### config.mk
export PLATFORM = sky130hd
export DESIGN_NAME = imm_decode_stage
export DESIGN_NICKNAME = d
export VERILOG_FILES = /design/src/rtl/imm_decode_stage.sv
export SDC_FILE = /design/constraint.sdc
export NUM_CORES = 1
export LEC_CHECK = 0
export CAP_MARGIN = 20
export CORE_MARGIN = 10
export CORE_UTILIZATION = 50
export CTS_CLUSTER_DIAMETER = 100
export DETAILED_ROUTE_END_ITERATION = 7
export PLACE_DENSITY = 0.78
export SYNTH_ARGS = -nofsm -noshare
export SYNTH_HDL_FRONTEND = slang
export SYNTH_SLANG_ARGS = --single-unit
### constraint.sdc
create_clock -name clk -period 2.73 [get_ports clk]
set_input_delay 0.546 -clock clk [delete_from_list [all_inputs] [get_ports clk]]
set_output_delay 0.546 -clock clk [all_outputs]
set_load 0.02 [all_outputs]
### src/rtl/imm_decode_stage.sv
// Decode stage: classifies the opcode into a one-hot EXTOp, builds the extended
// immediate and hands entries to execute through a 2-entry skid buffer.
module imm_decode_stage #(
    parameter int PC_W = 32
) (
    input  logic            clk,
    input  logic            rstn,
    input  logic            flush,
    input  logic            in_valid,
    output logic            in_ready,
    input  logic [31:0]     in_instr,
    input  logic [PC_W-1:0] in_pc,
    output logic            out_valid,
    input  logic            out_ready,
    output logic [31:0]     out_instr,
    output logic [PC_W-1:0] out_pc,
    output logic [5:0]      out_extop,
    output logic [31:0]     out_imm,
    output logic            out_illegal,
    output logic [1:0]      state_dbg
);

    typedef enum logic [1:0] {
        EMPTY = 2'd0,
        HALF  = 2'd1,
        FULL  = 2'd2
    } state_t;

    typedef struct packed {
        logic [31:0]     instr;
        logic [PC_W-1:0] pc;
        logic [5:0]      extop;
        logic [31:0]     imm;
        logic            illegal;
    } entry_t;

    state_t state, state_next;
    entry_t dec, m_q, s_q;
    logic   accept, xfer;
    logic   load_m, load_s, move_s;

    logic [6:0] opcode;
    logic [2:0] funct3;
    logic [31:0] imm_i, imm_s, imm_b, imm_u, imm_j;

    assign opcode = in_instr[6:0];
    assign funct3 = in_instr[14:12];
    assign imm_i  = {{20{in_instr[31]}}, in_instr[31:20]};
    assign imm_s  = {{20{in_instr[31]}}, in_instr[31:25], in_instr[11:7]};
    assign imm_b  = {{19{in_instr[31]}}, in_instr[31], in_instr[7], in_instr[30:25], in_instr[11:8], 1'b0};
    assign imm_u  = {in_instr[31:12], 12'b0};
    assign imm_j  = {{11{in_instr[31]}}, in_instr[31], in_instr[19:12], in_instr[20], in_instr[30:21], 1'b0};

    always_comb begin
        dec         = '0;
        dec.instr   = in_instr;
        dec.pc      = in_pc;
        case (opcode)
            7'b0010011: begin
                if (funct3 == 3'b001 || funct3 == 3'b101) begin
                    dec.extop = 6'b100000;
                    dec.imm   = {27'b0, in_instr[24:20]};
                end else begin
                    dec.extop = 6'b010000;
                    dec.imm   = imm_i;
                end
            end
            7'b0000011, 7'b1100111: begin
                dec.extop = 6'b010000;
                dec.imm   = imm_i;
            end
            7'b0100011: begin
                dec.extop = 6'b001000;
                dec.imm   = imm_s;
            end
            7'b1100011: begin
                dec.extop = 6'b000100;
                dec.imm   = imm_b;
            end
            7'b0110111, 7'b0010111: begin
                dec.extop = 6'b000010;
                dec.imm   = imm_u;
            end
            7'b1101111: begin
                dec.extop = 6'b000001;
                dec.imm   = imm_j;
            end
            // R-type carries no immediate but is a legal opcode
            7'b0110011: dec.illegal = 1'b0;
            default:    dec.illegal = 1'b1;
        endcase
    end

    // Handshake: a beat moves when valid && ready are both high at the rising
    // edge; in_ready depends on registered state only, never on out_ready.
    assign in_ready  = (state != FULL);
    assign out_valid = (state != EMPTY);
    assign accept    = in_valid && in_ready;
    assign xfer      = out_valid && out_ready;
    assign state_dbg = state;

    always_ff @(posedge clk or negedge rstn) begin
        if (!rstn) state <= EMPTY;
        else       state <= state_next;
    end

    always_comb begin
        state_next = state;
        load_m     = 1'b0;
        load_s     = 1'b0;
        move_s     = 1'b0;
        if (flush) begin
            state_next = EMPTY;
        end else begin
            case (state)
                EMPTY: begin
                    if (accept) begin
                        load_m     = 1'b1;
                        state_next = HALF;
                    end
                end
                HALF: begin
                    if (xfer && accept) begin
                        load_m = 1'b1;
                    end else if (xfer) begin
                        state_next = EMPTY;
                    end else if (accept) begin
                        load_s     = 1'b1;
                        state_next = FULL;
                    end
                end
                FULL: begin
                    if (xfer) begin
                        move_s     = 1'b1;
                        state_next = HALF;
                    end
                end
                default: state_next = EMPTY;
            endcase
        end
    end

    always_ff @(posedge clk or negedge rstn) begin
        if (!rstn) begin
            m_q <= '0;
            s_q <= '0;
        end else begin
            if (load_m)      m_q <= dec;
            else if (move_s) m_q <= s_q;
            if (load_s)      s_q <= dec;
        end
    end

    assign out_instr   = m_q.instr;
    assign out_pc      = m_q.pc;
    assign out_extop   = m_q.extop;
    assign out_imm     = m_q.imm;
    assign out_illegal = m_q.illegal;

endmodule

==> flow_metrics.tcl <==
set metrics [dict create \
    fin_skew_ps 29.3 \
    ys_seq_elements 208 \
    synth_top_family_by_area "simple AND/OR/NAND/NOR gates" \
    top_level_ports 176 \
    worst_pin_slew_ps 789 \
    dieWidth_um 154 \
    cap_violations 0 \
    yosys.area_share.xor_xnor 0 \
    intPower_mw 6.48 \
    cts_resized 0 \
    cts.sinks 208 \
    whs_ps 1.64 \
    drt-wirelength-per-cell_um 18.7 \
    muxShareOfSynthArea 0.0201 \
    synthesis.nets 975 \
    switchingPower_mw 2.45 \
    synth_compound_area_frac 0.163 \
    ys_warn_count 0 \
    syn_avg_cell_area_sq_um 9.94 \
    ir_worst_vdd_v 0.000543 \
    drv_slew 0 \
    critical_path.endpoint_type "primary output" \
    core_area_sq_um 17800 \
    die_h_um 154 \
    fin_tns_setup_ps 0 \
    vias_per_cell 5.56 \
    power.leakage_nw 5.51 \
    gr-total-overflow 0 \
    instances_no_fill 1321 \
    max_freq_mhz 421 \
    synthSimpleGateAreaFrac 0.196 \
    synthFlopType "dfrtp_1" \
    setup_viol 0 \
    dr.pass1.iters 6 \
    track_usage 0.204 \
    antenna_left 0 \
    yosysSeqAreaShare 0.578 \
    cp_max_fo 8 \
    drc_errors 0 \
    post-route-period-util 0.871 \
    synth_edf_count 0 \
    antenna_found_initial 0 \
    place_congestion 0.899 \
    slew_headroom 0.473 \
    combPwrFrac 0.192 \
    routed_wl_um 24700 \
    numCtsBuffers 22 \
    cts_tree "built" \
    area_growth_pct 32.4 \
    cts_htree_levels 1 \
    via_count 7346 \
    p_total_mw 8.93 \
    timing.rr.start "state_dbg[1]$_DFFE_PN0P_" \
    start_util 0.505 \
    worstPathRequired_ps 2180 \
    async_reset_ff_frac 1.00 \
    grt_start_max_net_pins 61 \
    p_per_area_nw_per_um2 749 \
    final_nets 1145 \
    io_buffers 175 \
    grt_pass1_wl_um 40500 \
    path_class "flip-flop to primary output" \
    final-hold-violation-count 0 \
    arrival_ps 1830 \
    clk_pin_slew_ps 60 \
    status "complete, no violations" \
    synth.distinct_cells 53 \
    start_kind "flip-flop" \
    r2r_end "s_q[14]$_DFFE_PN0P_" \
    ff2ff_path_depth 4 \
    die-area_sq_um 23800 \
    drtIter0Drc 536 \
    seqPwrFrac 0.439 \
    grt_pass1_vias 7545 \
    synth_cells 906 \
    hold_class "input port to asynchronous set/reset pin" \
    pwr-share-clk 0.370 \
    root_buffer "clkbuf_16" \
    cts_post_setup_buffers_inserted 0 \
    syn-cell-area_sq_um 9000 \
    synthAdderAreaFrac 0 \
    final_core_util 0.668 \
    dp_cells 1281 \
    rsz0062_at_grt "false" \
    fp-row-count 49 \
    clockBufferDepth 3 \
    r2r_setup_slack_ps 800 \
    clk_latency_ps 510 \
    swShare 0.274 \
    period_needed_ps 2380 \
    drive_above_1_share 0.0861 \
    dp_hpwl_um 17300 \
    cts_hold_buf 0 \
    diodes 0 \
]
==> cells by family after synthesis <==
group	after synthesis
and+or+nand+nor	410
AOI/OAI and AO/OA	197
muxes	18
DFF	208
buffers and inverters	73
==> critical path, stage by stage, from the launching register on <==
cell and delay (ps):
dfrtp_1 470, or2_2 320, clkdlybuf4s50_1 550
==> metal layers <==
metal  wire, um  vias to the layer above  GRT usage
met1      10300                     3587      0.260
met2      11700                      260      0.324
met3       2340                       31     0.0749
met5          0                        -          0
met4        419                        0     0.0463
li1           -                     3468          -
==> power groups by stage <==
stage / logic (mW) / registers (mW) / clock network (mW)
floorplan: 0.597 / 4.18 / 0
global placement: 1.69 / 3.94 / 0
detailed placement: 1.73 / 3.96 / 0
CTS: 1.74 / 3.91 / 3.35
global route: 1.90 / 3.98 / 3.47
finish: 1.71 / 3.92 / 3.30
==> cells in the mapped netlist (2+ instances only) <==
cell,n,share of area
buf_2,33,0.018
a21oi_2,2,0.0019
nor2_1,20,0.0083
a211oi_4,2,0.0044
nand2_1,323,0.13
buf_4,8,0.0067
nor3_1,4,0.0022
nand2_2,3,0.0021
nor4_4,2,0.0047
a31oi_1,25,0.017
a22oi_1,68,0.057
o31ai_1,5,0.0042
and3_1,4,0.0028
a221o_1,13,0.014
o32ai_1,2,0.0019
inv_1,11,0.0046
dfrtp_1,208,0.58
buf_1,2,0.00083
a22o_1,8,0.0078
clkbuf_1,14,0.0058
or2_1,8,0.0056
and2_1,15,0.010
o21ai_0,21,0.012
a211oi_1,20,0.017
or2_2,2,0.0014
nor2b_1,8,0.0056
buf_6,5,0.0063
nand3_1,5,0.0028
nand3b_1,3,0.0025
o22ai_1,10,0.0069
a21oi_1,8,0.0044
o2bb2ai_1,6,0.0058
mux2i_1,17,0.019
nand2b_1,2,0.0014
==> final cells by class <==
class                           instances  area [sq um]
Sequential cell                       208          5200
Fill cell                            1390          5920
Multi-Input combinational cell        625          3440
Inverter                               11          41.3
Clock buffer                           29           617
Tap cell                              229           287
Clock inverter                         11           196
Timing Repair Buffer                  208          2140
==> how the worst max path moves through the flow <==
stage / slack (ps) / cells after the start / start / endpoint
floorplan: 980 / 5 / in_instr[6] / out_imm[19]$_DFFE_PN0P_
global placement: 180 / 5 / in_instr[4] / out_imm[19]$_DFFE_PN0P_
detailed placement: 120 / 5 / in_instr[4] / out_imm[13]$_DFFE_PN0P_
CTS: 330 / 2 / state_dbg[1]$_DFFE_PN0P_ / out_valid
global route: 290 / 2 / state_dbg[1]$_DFFE_PN0P_ / out_valid
finish: 350 / 2 / state_dbg[1]$_DFFE_PN0P_ / out_valid
==> flip-flops by register name (all words and copies together) (netlist names) <==
register / count
out_instr: 32
out_imm: 32
state_dbg: 2
out_pc: 32
out_illegal: 1
out_extop: 6
s_q: 103
==> cells in the final DEF, fill, tap and decap left out, drive strengths merged, types with 15 or more instances in the layout <==
cell and instances:
nand2 326, a31oi 25, and2 15, o21ai 21
a22oi 68, clkbuf 30, mux2i 17, nor2 21
clkdlybuf4s50 174, dfrtp 208, a211oi 22, buf 33
==> through the flow <==
| step | setup slack (ps) | cell area [sq um] |
|---|---|---|
| 2_1_floorplan | 980 | 9000 |
| 3_3_place_gp | 175 | 11100 |
| 3_5_place_dp | 121 | 11100 |
| 4_1_cts | 335 | 11900 |
| 5_1_grt | 287 | 11900 |
| 6_report | 353 | 11900 |
No activity file was read; power rests on OpenSTA's default activity.
